`config.mk`:
```
export PLATFORM = sky130hd
export DESIGN_NAME = mem_ctrl
export DESIGN_NICKNAME = d
export VERILOG_FILES = /design/src/rtl/mem_ctrl.sv
export SDC_FILE = /design/constraint.sdc
export NUM_CORES = 1
export LEC_CHECK = 0
export CORE_MARGIN = 2
export CORE_UTILIZATION = 35
export DETAILED_ROUTE_END_ITERATION = 6
export SETUP_SLACK_MARGIN = 0.2
export SYNTH_ARGS = -nofsm -noshare
export SYNTH_HDL_FRONTEND = slang
export SYNTH_SLANG_ARGS = --single-unit
```
`constraint.sdc`:
```
create_clock -name clk -period 3.4 [get_ports clk]
set_input_delay 0.51 -clock clk [delete_from_list [all_inputs] [get_ports clk]]
set_output_delay 0.51 -clock clk [all_outputs]
set_load 0.03 [all_outputs]
```
`src/rtl/mem_ctrl.sv`:
```
// mem_ctrl: arbitrates fetch and load/store requests onto the 8-bit RAM/IO bus and serialises
// each 1/2/4-byte access into byte cycles, returning little-endian assembled data.
module mem_ctrl (
    input  logic        clk,
    input  logic        rst,
    input  logic        rdy_i,
    input  logic        flush_i,
    input  logic        if_req_i,
    input  logic [31:0] if_addr_i,
    output logic        if_done_o,
    output logic [31:0] if_data_o,
    input  logic        ls_req_i,
    input  logic        ls_we_i,
    input  logic [1:0]  ls_size_i,
    input  logic [31:0] ls_addr_i,
    input  logic [31:0] ls_wdata_i,
    output logic        ls_done_o,
    output logic [31:0] ls_rdata_o,
    input  logic [7:0]  mem_din_i,
    input  logic        io_buffer_full_i,
    output logic [31:0] mem_a_o,
    output logic [7:0]  mem_dout_o,
    output logic        mem_wr_o
);
    typedef enum logic [1:0] {StIdle, StRead, StWrite} state_e;
    localparam logic OwnIf = 1'b0;
    localparam logic OwnLs = 1'b1;

    state_e      state_q, state_d;
    logic [2:0]  cnt_q, cnt_d, len_q, len_d;
    logic        owner_q, owner_d, last_grant_q, last_grant_d;
    logic        skip_q, skip_d, frozen_q;
    logic [31:0] addr_q, addr_d, wdata_q, wdata_d, buf_q, buf_d;
    logic [31:0] mem_a_q, mem_a_d;
    logic [7:0]  mem_dout_q, mem_dout_d;
    logic        mem_wr_q, mem_wr_d;
    logic        if_done_q, if_done_d, ls_done_q, ls_done_d;
    logic [31:0] if_data_q, if_data_d, ls_rdata_q, ls_rdata_d;

    logic        io_hold, if_ok, ls_ok, grant_ls, grant_if;
    logic [2:0]  ls_len, target;
    logic [1:0]  cap_lane, wr_lane;
    logic [31:0] cap_word;

    // Arbitration, length decode and byte-lane helpers.
    always_comb begin
        io_hold  = ls_we_i && (ls_addr_i[17:16] == 2'b11) && io_buffer_full_i;
        if_ok    = if_req_i && !flush_i;
        ls_ok    = ls_req_i && !io_hold;
        grant_ls = ls_ok && (!if_ok || (last_grant_q == OwnIf));
        grant_if = if_ok && !grant_ls;
        unique case (ls_size_i)
            2'd0:    ls_len = 3'd1;
            2'd1:    ls_len = 3'd2;
            default: ls_len = 3'd4;
        endcase
        // skip_q set: lanes 0..cnt-1 captured; clear: lane cnt-1 is still in the RAM pipeline.
        target   = skip_q ? cnt_q : cnt_q - 3'd1;
        cap_lane = cnt_q[1:0] - 2'd1;
        wr_lane  = cnt_q[1:0] + 2'd1;
        cap_word = buf_q;
        cap_word[{cap_lane, 3'b000} +: 8] = mem_din_i;
    end

    // Next-state logic: flush abort, grant, byte sequencing, freeze recovery.
    always_comb begin
        state_d      = state_q;
        cnt_d        = cnt_q;
        len_d        = len_q;
        owner_d      = owner_q;
        last_grant_d = last_grant_q;
        skip_d       = skip_q;
        addr_d       = addr_q;
        wdata_d      = wdata_q;
        buf_d        = buf_q;
        mem_a_d      = mem_a_q;
        mem_dout_d   = mem_dout_q;
        mem_wr_d     = mem_wr_q;
        if_done_d    = 1'b0;
        ls_done_d    = 1'b0;
        if_data_d    = if_data_q;
        ls_rdata_d   = ls_rdata_q;
        if (flush_i && (state_q == StRead) && (owner_q == OwnIf)) begin
            state_d = StIdle;
            mem_a_d = '0;
            skip_d  = 1'b0;
            cnt_d   = '0;
            buf_d   = '0;
        end else if (rdy_i) begin
            unique case (state_q)
                StIdle: begin
                    if (grant_ls) begin
                        owner_d      = OwnLs;
                        last_grant_d = OwnLs;
                        addr_d       = ls_addr_i;
                        len_d        = ls_len;
                        cnt_d        = '0;
                        mem_a_d      = ls_addr_i;
                        buf_d        = '0;
                        if (ls_we_i) begin
                            wdata_d    = ls_wdata_i;
                            mem_dout_d = ls_wdata_i[7:0];
                            mem_wr_d   = 1'b1;
                            state_d    = StWrite;
                        end else begin
                            mem_wr_d = 1'b0;
                            skip_d   = 1'b1;
                            state_d  = StRead;
                        end
                    end else if (grant_if) begin
                        owner_d      = OwnIf;
                        last_grant_d = OwnIf;
                        addr_d       = if_addr_i;
                        len_d        = 3'd4;
                        cnt_d        = '0;
                        mem_a_d      = if_addr_i;
                        buf_d        = '0;
                        mem_wr_d     = 1'b0;
                        skip_d       = 1'b1;
                        state_d      = StRead;
                    end
                end
                StRead: begin
                    if (frozen_q) begin
                        // RAM kept running while frozen: refetch the oldest missing byte.
                        mem_a_d = addr_q + 32'(target);
                        cnt_d   = target;
                        skip_d  = 1'b1;
                    end else if (!skip_q && (cnt_q == len_q)) begin
                        mem_a_d = '0;
                        state_d = StIdle;
                        if (owner_q == OwnLs) begin
                            ls_done_d  = 1'b1;
                            ls_rdata_d = cap_word;
                        end else begin
                            if_done_d = 1'b1;
                            if_data_d = cap_word;
                        end
                    end else begin
                        if (!skip_q) buf_d = cap_word;
                        if ((cnt_q + 3'd1) < len_q) mem_a_d = addr_q + 32'(cnt_q) + 32'd1;
                        cnt_d  = cnt_q + 3'd1;
                        skip_d = 1'b0;
                    end
                end
                StWrite: begin
                    if ((cnt_q + 3'd1) < len_q) begin
                        cnt_d      = cnt_q + 3'd1;
                        mem_a_d    = addr_q + 32'(cnt_q) + 32'd1;
                        mem_dout_d = wdata_q[{wr_lane, 3'b000} +: 8];
                    end else begin
                        mem_wr_d  = 1'b0;
                        mem_a_d   = '0;
                        ls_done_d = 1'b1;
                        state_d   = StIdle;
                    end
                end
                default: state_d = StIdle;
            endcase
        end
    end

    // State register with synchronous reset; frozen_q tracks rdy even while frozen.
    always_ff @(posedge clk) begin
        if (rst) begin
            state_q      <= StIdle;
            cnt_q        <= '0;
            len_q        <= '0;
            owner_q      <= OwnIf;
            last_grant_q <= OwnIf;
            skip_q       <= 1'b0;
            frozen_q     <= 1'b0;
            addr_q       <= '0;
            wdata_q      <= '0;
            buf_q        <= '0;
            mem_a_q      <= '0;
            mem_dout_q   <= '0;
            mem_wr_q     <= 1'b0;
            if_done_q    <= 1'b0;
            ls_done_q    <= 1'b0;
            if_data_q    <= '0;
            ls_rdata_q   <= '0;
        end else begin
            state_q      <= state_d;
            cnt_q        <= cnt_d;
            len_q        <= len_d;
            owner_q      <= owner_d;
            last_grant_q <= last_grant_d;
            skip_q       <= skip_d;
            frozen_q     <= !rdy_i;
            addr_q       <= addr_d;
            wdata_q      <= wdata_d;
            buf_q        <= buf_d;
            mem_a_q      <= mem_a_d;
            mem_dout_q   <= mem_dout_d;
            mem_wr_q     <= mem_wr_d;
            if_done_q    <= if_done_d;
            ls_done_q    <= ls_done_d;
            if_data_q    <= if_data_d;
            ls_rdata_q   <= ls_rdata_d;
        end
    end

    assign mem_a_o    = mem_a_q;
    assign mem_dout_o = mem_dout_q;
    assign mem_wr_o   = mem_wr_q & rdy_i;
    assign if_done_o  = if_done_q;
    assign if_data_o  = if_data_q;
    assign ls_done_o  = ls_done_q;
    assign ls_rdata_o = ls_rdata_q;
endmodule

```
# Yosys cells after proc, flatten, opt, wreduce, memory -nomap -nowiden

Cells that the tools add are included.

Register bits: 214
Output and inout bits: 107
Word-level logic and storage cells: 141
Bits of input ports: 114

Eq/ne operators: 17
Reduce and logical (&&, ||, !) cells: 36
$add $sub $neg: 8
Order comparisons: 1
Bitwise logic cells: 7
Mux-type cells: 53
Shift operators: 3

Operator list:

| cell                                                 | count |
|---|---|
| two-way mux 32 bit                                   | 11 |
| one-hot mux 32 bit (3 select lines)                  | 1 |
| adder 32 x 3 -> 32 bit                               | 2 |
| one-hot mux 32 bit (2 select lines)                  | 1 |
| adder 32 x 1 -> 32 bit, second input constant        | 1 |
| bitwise mux 32 bit                                   | 1 |
| variable shift 8 x 7 -> 32 bit, first input constant | 1 |
| indexed part select 32 x 6 -> 8 bit                  | 1 |
| indexed part select 8 x 7 -> 32 bit                  | 1 |
| AND reduction 5 bit                                  | 5 |
| two-way mux 3 bit                                    | 8 |
| two-way mux 8 bit                                    | 3 |
| AND reduction 6 bit                                  | 4 |
| one-hot mux 8 bit (2 select lines)                   | 1 |
| two-way mux 1 bit                                    | 15 |
| != test 2 bit, second input constant                 | 7 |
| two-way mux 2 bit                                    | 6 |
| logical AND 1 bit                                    | 9 |
| != test 3 bit, second input constant                 | 3 |
| one-hot mux 3 bit (3 select lines)                   | 1 |
| AND reduction 4 bit                                  | 2 |
| negation 5 -> 7 bit                                  | 1 |
| logical NOT 1 bit                                    | 6 |
| inverter 1 bit                                       | 6 |
| other kinds (21)                                     | 28 |

# Longest topological paths before layout

Gate-level depths: netlist of the first run.

Depth after elaboration: 11
Mapped depth: 13
Mapped depth without buffers: 11

# Worst setup path after synthesis of the first run

Ideal clock, no wire load.

Path type: flip-flop to flip-flop
Start point: reg cnt_q[0]
End point: reg mem_a_q[28], in the netlist mem_a_o[28]
Cell stages (with the launch flop): 14
Data arrival time: 3,333 ps
Required time: 3,283 ps
Clock period less this slack: 3,450 ps
Setup slack: -50 ps
Path buffers: 2
Setup time: 117 ps
Cells stage by stage: dfxtp_1 > buf_2 > inv_1 > ha_1 > clkbuf_1 > mux2i_1 > inv_1 > fa_1 > nor2b_1 > o211ai_1 > a2111oi_2 > xnor2_1 > o221ai_1 > a32o_1

Cells in the longest elaborated chain, start to end: 6
Elaborated cells between the ends (all ways): 16
Classes of those cells: add/sub (5); order compare (1); eq/ne (2); mux (6); reduce/logical (2)

RTL lines:

| element                             | line     | text |
|---|---|---|
| start: declaration                  | 30       | `logic [2:0] cnt_q, cnt_d, len_q, len_d;` |
| start signal: assignment            | 185      | `cnt_q <= cnt_d;` |
| adder 32 x 3 -> 32 bit              | 141, 149 |  |
| adder 32 x 1 -> 32 bit              | 141, 149 |  |
| two-way mux 32 bit                  | 141      | `if ((cnt_q + 3'd1) < len_q) mem_a_d = addr_q + 32'(cnt_q) + 32'd1;` |
| two-way mux 32 bit                  | 129      | `end else if (!skip_q && (cnt_q == len_q)) begin` |
| two-way mux 32 bit                  | 124      | `if (frozen_q) begin` |
| one-hot mux 32 bit (3 select lines) | 90       | `unique case (state_q)` |
| end signal: assignment              | 194      | `mem_a_q <= mem_a_d;` |
| end: declaration                    | 34       | `logic [31:0] mem_a_q, mem_a_d;` |

Several ways; a longest one is shown, not always the timed one. The select of a mux whose other input is x is not followed.
A chain may end at the register's enable or synchronous reset.

# Worst setup path in the final report of the first run

Start point: reg cnt_q[2]
End point: reg mem_a_q[14], in the netlist mem_a_o[14]

The elaborated chain is that of the path after synthesis.

==> results of run 1 <==
==> power breakdown <==
group,leakage [nW],switching (W),internal (W)
combinational,2.75,0.000924,0.000634
clock,0.474,0.00115,0.00199
sequential,1.74,0.000178,0.00267
total,4.96,0.00225,0.00529
==> sequential cells by signal, indices dropped and copies added, names as in the netlist <==
name	cells
if_done_o	1
if_data_o	32
len_q	3
ls_rdata_o	32
wdata_q	32
state_q	2
ls_done_o	1
mem_a_o	32
addr_q	32
last_grant_q	1
skip_q	1
mem_dout_o	8
mem_wr_q	1
frozen_q	1
buf_q	32
cnt_q	3
==> tightest hold or removal path: cells and delay by family (launching register included) <==
family          cells  cell delay (ns)
compound gates      1             0.05
flops               1             0.30
simple gates        1             0.05
==> kinds of logic (layout without fill, tap and decap cells) <==
logic type / after synthesis / in the layout / share of synthesized area
AO/OA/AOI/OAI: 390 / 390 / 0.237
XOR/XNOR: 31 / 31 / 0.0255
adder cells (fa/ha/maj): 22 / 22 / 0.0258
buffers and inverters: 131 / 324 / 0.0551
flip-flops: 214 / 214 / 0.381
multiplexers: 47 / 47 / 0.0512
AND/OR/NAND/NOR: 522 / 522 / 0.225
==> per-stage QoR <==
step                setup WS, ns  power, W  cell area (um^2)  utilization  std cells
CTS                        0.292   0.00758             14800        0.467       1950
detailed placement         0.324   0.00443             13800        0.436       1902
global placement           0.427   0.00442             13800        0.436       1902
finish                     0.387   0.00754             14800        0.468       1952
floorplan                  0.213   0.00382             11300            -       1357
global route               0.220   0.00784             14800        0.468       1952
==> what timing repair did <==
item | 4_1_cts | 5_1_grt
hold buffers | 0 | 0
gates resized for setup | 0 | 8
buffers inserted | 0 | 2
setup endpoints to repair | 0 | 29
==> final cells by class <==
type | instances | area (um^2) | area share
clock buffers | 34 | 741 | 0.0500
clock inverters | 14 | 239 | 0.0161
inverters | 20 | 78.8 | 0.00532
multi-input cells | 1012 | 6430 | 0.434
flip-flops and latches | 214 | 4290 | 0.289
well taps | 402 | 503 | 0.0340
repair buffers | 256 | 2540 | 0.171
==> cell usage in the layout (no fill, tap or decap), drive strengths merged, types with 7 or more instances in the layout <==
master,count
nor3,20
nor2,159
buf,37
ha,20
clkdlybuf4s50,219
mux4,8
a32o,7
xor2,7
nand2,168
o221ai,16
o211ai,11
nand4,25
dfxtp,214
o21ai,37
inv,18
a211oi,104
and3,7
nand3,29
xnor2,24
or3,33
mux2i,34
a31oi,9
nor2b,38
and2,9
clkbuf,34
a21oi,142
nor4,9
==> worst max path at each step <==
stage,slack (ns),depth (start not counted),from,end
floorplan,0.21,13,cnt_q[0]$_SDFFE_PP0P_,mem_a_o[28]$_SDFFE_PP0P_
global placement,0.43,11,cnt_q[0]$_SDFFE_PP0P_,mem_a_o[28]$_SDFFE_PP0P_
detailed placement,0.32,10,cnt_q[0]$_SDFFE_PP0P_,mem_a_o[16]$_SDFFE_PP0P_
CTS,0.29,10,cnt_q[0]$_SDFFE_PP0P_,mem_a_o[16]$_SDFFE_PP0P_
global route,0.22,11,cnt_q[0]$_SDFFE_PP0P_,mem_a_o[24]$_SDFFE_PP0P_
finish,0.39,7,cnt_q[2]$_SDFFE_PP0P_,mem_a_o[14]$_SDFFE_PP0P_
==> metal layers <==
layer  part of all wire  up-vias  global-route usage
met5                  0        -                   0
met2               0.44      372               0.336
met1               0.47     5048               0.302
li1                   -     5273                   -
met3              0.073       42              0.0397
met4              0.017        0              0.0486
==> impl_metrics.json, run 1 <==
{
  "gp_congestion": 0.902,
  "die_h_um": 183,
  "fmax_mhz": 332,
  "hpwl_mm": 26.1,
  "synth_seq_cells": 214,
  "setup_viol": 0,
  "outcome": "finished, final reports clean",
  "maxCapViolations": 0,
  "vias": 10700,
  "path_clk_slew_ns": 0.06,
  "ioPinCount": 221,
  "fillers": 3019,
  "initial_core_util": 0.356,
  "grt_pass1_wl_mm": 57.8,
  "syn-cell-area_mm2": 0.0113,
  "worst_r2r_endpoint": "mem_a_o[14]$_SDFFE_PP0P_",
  "numCtsBuffers": 26,
  "insertion_delay_ns": 0.55,
  "first_pass_iters": 5,
  "diodes": 0,
  "fp.dieW_um": 183,
  "grt_pass1_vias": 10300,
  "ys_types": 83,
  "maxSlewViolCount": 0,
  "crit_path_top_delay_cell": "o21ai_1",
  "peakVddDrop_v": 0.000367,
  "path_max_fanout": 11,
  "ff2ff_setup_slack_ns": 0.39,
  "cp_top_family": "compound AO/OA/AOI/OAI gates",
  "wl_per_cell_um": 18.7,
  "hold_class": "flop to flop",
  "hold_slack_ns": 0.445,
  "finClkSkew_ns": 0.0130,
  "port_buffers": 220,
  "wl_mm": 36.5,
  "rsz0062_at_grt": "no",
  "drtAntennaViolNets": 0,
  "fin_crit_ns": 3.01,
  "grt_use_total": 0.213,
  "ys_top_cells_by_count": "214 x dfxtp_1, 165 x nand2_1, 156 x nor2_1",
  "yosysSeqAreaShare": 0.381,
  "arrival_ns": 3.44,
  "area_growth_pct": 31.6,
  "ys.flop_type": "dfxtp_1",
  "slowest_delay_ns": 0.79,
  "period_share": 0.886,
  "power.density_mw_per_mm2": 509,
  "avgSynthCellArea_um2": 8.30,
  "cp-end-kind": "flop",
  "synth_top_area_frac": 0.381,
  "cts_sinks": 214,
  "grt_overflow": 0,
  "synth_most_common_cell": "dfxtp_1",
  "antenna_found_initial": 0,
  "coreArea_mm2": 0.0316,
  "grt_max_degree": 102,
  "timing_hold_violations_final": 0,
  "crit_path_start_kind": "flop",
  "required_ns": 3.83,
  "viasPerCell": 5.50,
  "ctsHtreeMaxLevel": 1,
  "synth_top_cell_by_area": "dfxtp_1",
  "drtIter0Drc": 753,
  "worst_pin_slew_ns": 1.10,
  "reg2reg_depth": 7,
  "power.leakage_nw": 4.96,
  "crit_type": "flop to flop",
  "hold_path_end": "buf_q[5]$_SDFFE_PP0P_",
  "final_nets": 1666,
  "drive_above_1_share": 0.0948,
  "tritoncts": "yes",
  "r2r_start": "cnt_q[2]$_SDFFE_PP0P_",
  "die_area_mm2": 0.0336,
  "rows": 65,
  "async_flop_share": 0,
  "synth_nets": 1493,
  "path_cells": "ha_1 -> nor2b_1 -> o21ai_1 -> o22ai_1 -> nor2_1 -> o21ai_0 -> a31o_2",
  "synth_cells": 1357,
  "worst-path-buf-inv": 0,
  "hp-start": "buf_q[5]$_SDFFE_PP0P_",
  "drc_errors": 0,
  "cts_root_buf": "clkbuf_16",
  "tns_ns": 0,
  "synth_edf_count": 0,
  "whs_path_depth": 2,
  "cts_buffer_depth": 3,
  "synthTopCellsByArea": "dfxtp_1 38%, a211oi_1 6.7%, a21oi_1 6.3%",
  "yosysWarningCount": 0,
  "maxSlewHeadroom": 0.264
}
Note: power is estimated with default switching activity, not from simulation.
==> run 2, diff against run 1 <==
- CORE_MARGIN: 2 -> 3
==> impl_metrics.json, run 2 (synthesis results as in run 1) <==
{
  "outcome": "finished, final reports clean",
  "grt_use_total": 0.209,
  "fillers": 3018,
  "fmax_mhz": 323,
  "cts_buffer_depth": 3,
  "tritoncts": "yes",
  "gp_congestion": 0.947,
  "multi_input_area_mm2": 0.00642,
  "power.density_mw_per_mm2": 499,
  "insertion_delay_ns": 0.54,
  "path_cells": "clkinvlp_4 -> ha_4 -> buf_4 -> ha_1 -> nand3b_1 -> and3_1 -> nor2_1 -> o21ai_0 -> nand4_1 -> o211ai_1",
  "fin_crit_ns": 3.10,
  "ioPinCount": 221,
  "final_util": 0.466,
  "drtIter0Drc": 830,
  "drive_above_1_share": 0.0941,
  "peakVddDrop_v": 0.000334,
  "finalPower_w": 0.00737,
  "ff2ff_setup_slack_ns": 0.30,
  "rsz0062_at_grt": "no",
  "diodes": 0,
  "slowest_delay_ns": 0.79,
  "worstSetupEndpoint": "mem_a_o[17]$_SDFFE_PP0P_",
  "drtAntennaViolNets": 0,
  "initial_core_util": 0.356,
  "grt_pass1_wl_mm": 58.1,
  "wl_mm": 37.2,
  "cp-end-kind": "flop",
  "grt_overflow": 0,
  "layout_commonest_cell": "clkdlybuf4s50_1",
  "tns_ns": 0,
  "rows": 65,
  "maxSlewHeadroom": 0.278,
  "drc_errors": 0,
  "cts_sinks": 214,
  "maxSlewViolCount": 0,
  "crit_type": "flop to flop",
  "maxCapViolations": 0,
  "numCtsBuffers": 26,
  "timing_hold_violations_final": 0,
  "hold_class": "flop to flop",
  "final_nets": 1669,
  "path_max_fanout": 14,
  "period_share": 0.911,
  "area_growth_pct": 31.0,
  "power.leakage_nw": 4.95,
  "finClkSkew_ns": 0.0165,
  "worst_pin_slew_ns": 1.08,
  "grt_max_degree": 65,
  "vias": 10800,
  "first_pass_iters": 5,
  "required_ns": 3.82,
  "path_clk_slew_ns": 0.06,
  "wl_per_cell_um": 19.0,
  "crit_path_start_kind": "flop",
  "grt_pass1_vias": 10100,
  "die_area_mm2": 0.0344,
  "layout_common_cells": "219 x clkdlybuf4s50_1, 213 x dfxtp_1, 164 x nand2_1",
  "arrival_ns": 3.51,
  "viasPerCell": 5.56,
  "crit_start": "cnt_q[0]$_SDFFE_PP0P_",
  "crit_path_top_delay_cell": "nor2_1",
  "die_h_um": 185,
  "setup_viol": 0,
  "ctsHtreeMaxLevel": 1,
  "hp-start": "buf_q[7]$_SDFFE_PP0P_",
  "antenna_found_initial": 0,
  "coreArea_mm2": 0.0316,
  "worst_r2r_endpoint": "mem_a_o[17]$_SDFFE_PP0P_",
  "port_buffers": 220,
  "hpwl_mm": 26.5,
  "seq_area_mm2": 0.00429,
  "fp.dieW_um": 185,
  "reg2reg_depth": 10,
  "cts_root_buf": "clkbuf_16",
  "r2r_start": "cnt_q[0]$_SDFFE_PP0P_"
}
==> run 2: critical path: cells and delay by family, from the launching register on <==
kind / cells / cell delay [ns]
AO/OA/AOI/OAI: 2 / 0.40
adder cells (fa/ha/maj): 2 / 0.57
buffers and inverters: 2 / 0.37
flip-flops: 1 / 0.36
AND/OR/NAND/NOR: 4 / 1.27
==> run 2: per-layer routing <==
| metal | global-route usage | wire (um) | vias to the layer above | part of all wire |
|---|---|---|---|---|
| met5 | 0 | 0 | - | 0 |
| met4 | 0.0381 | 480 | 0 | 0.013 |
| met3 | 0.0426 | 2980 | 39 | 0.080 |
| met2 | 0.317 | 16200 | 407 | 0.43 |
| met1 | 0.310 | 17600 | 5134 | 0.47 |
| li1 | - | - | 5269 | - |
==> run 2: worst min path at each step <==
stage / endpoint / cells after the start / slack [ns]
after floorplan: buf_q[26]$_SDFFE_PP0P_ / 2 / 0.43
after global placement: buf_q[16]$_SDFFE_PP0P_ / 2 / 0.43
after detailed placement: buf_q[24]$_SDFFE_PP0P_ / 2 / 0.44
after CTS: buf_q[6]$_SDFFE_PP0P_ / 2 / 0.45
after global routing: buf_q[14]$_SDFFE_PP0P_ / 2 / 0.46
final: buf_q[7]$_SDFFE_PP0P_ / 2 / 0.44
==> run 2: cell type report <==
| type | instances | share of cell area |
|---|---|---|
| Multi-Input combinational cell | 1012 | 0.435 |
| Sequential cell | 214 | 0.291 |
| Timing Repair Buffer | 259 | 0.173 |
| Clock buffer | 35 | 0.0505 |
| Tap cell | 402 | 0.0341 |
| Clock inverter | 11 | 0.0115 |
| Inverter | 20 | 0.00534 |
==> run 2: where the power goes <==
part	switching, W	internal, W	leakage, nW
clock network	0.00112	0.00183	0.454
logic	0.000930	0.000638	2.76
registers	0.000176	0.00267	1.74
total	0.00223	0.00514	4.95
==> run 2: stage by stage <==
stage | setup slack (ns) | instance area, um^2 | std cells | hold slack (ns)
after floorplan | 0.213 | 11300 | 1357 | 0.427
after global placement | 0.404 | 13800 | 1905 | 0.433
after detailed placement | 0.307 | 13800 | 1905 | 0.440
after CTS | 0.291 | 14700 | 1951 | 0.446
after global routing | 0.221 | 14800 | 1953 | 0.456
final | 0.302 | 14800 | 1953 | 0.444
==> run 2: timing repair <==
action	in CTS	in global routing
endpoints found under the setup margin	0	28
gates resized for setup	0	8
hold endpoints to repair	0	0
setup buffers	0	2
hold buffers	0	0
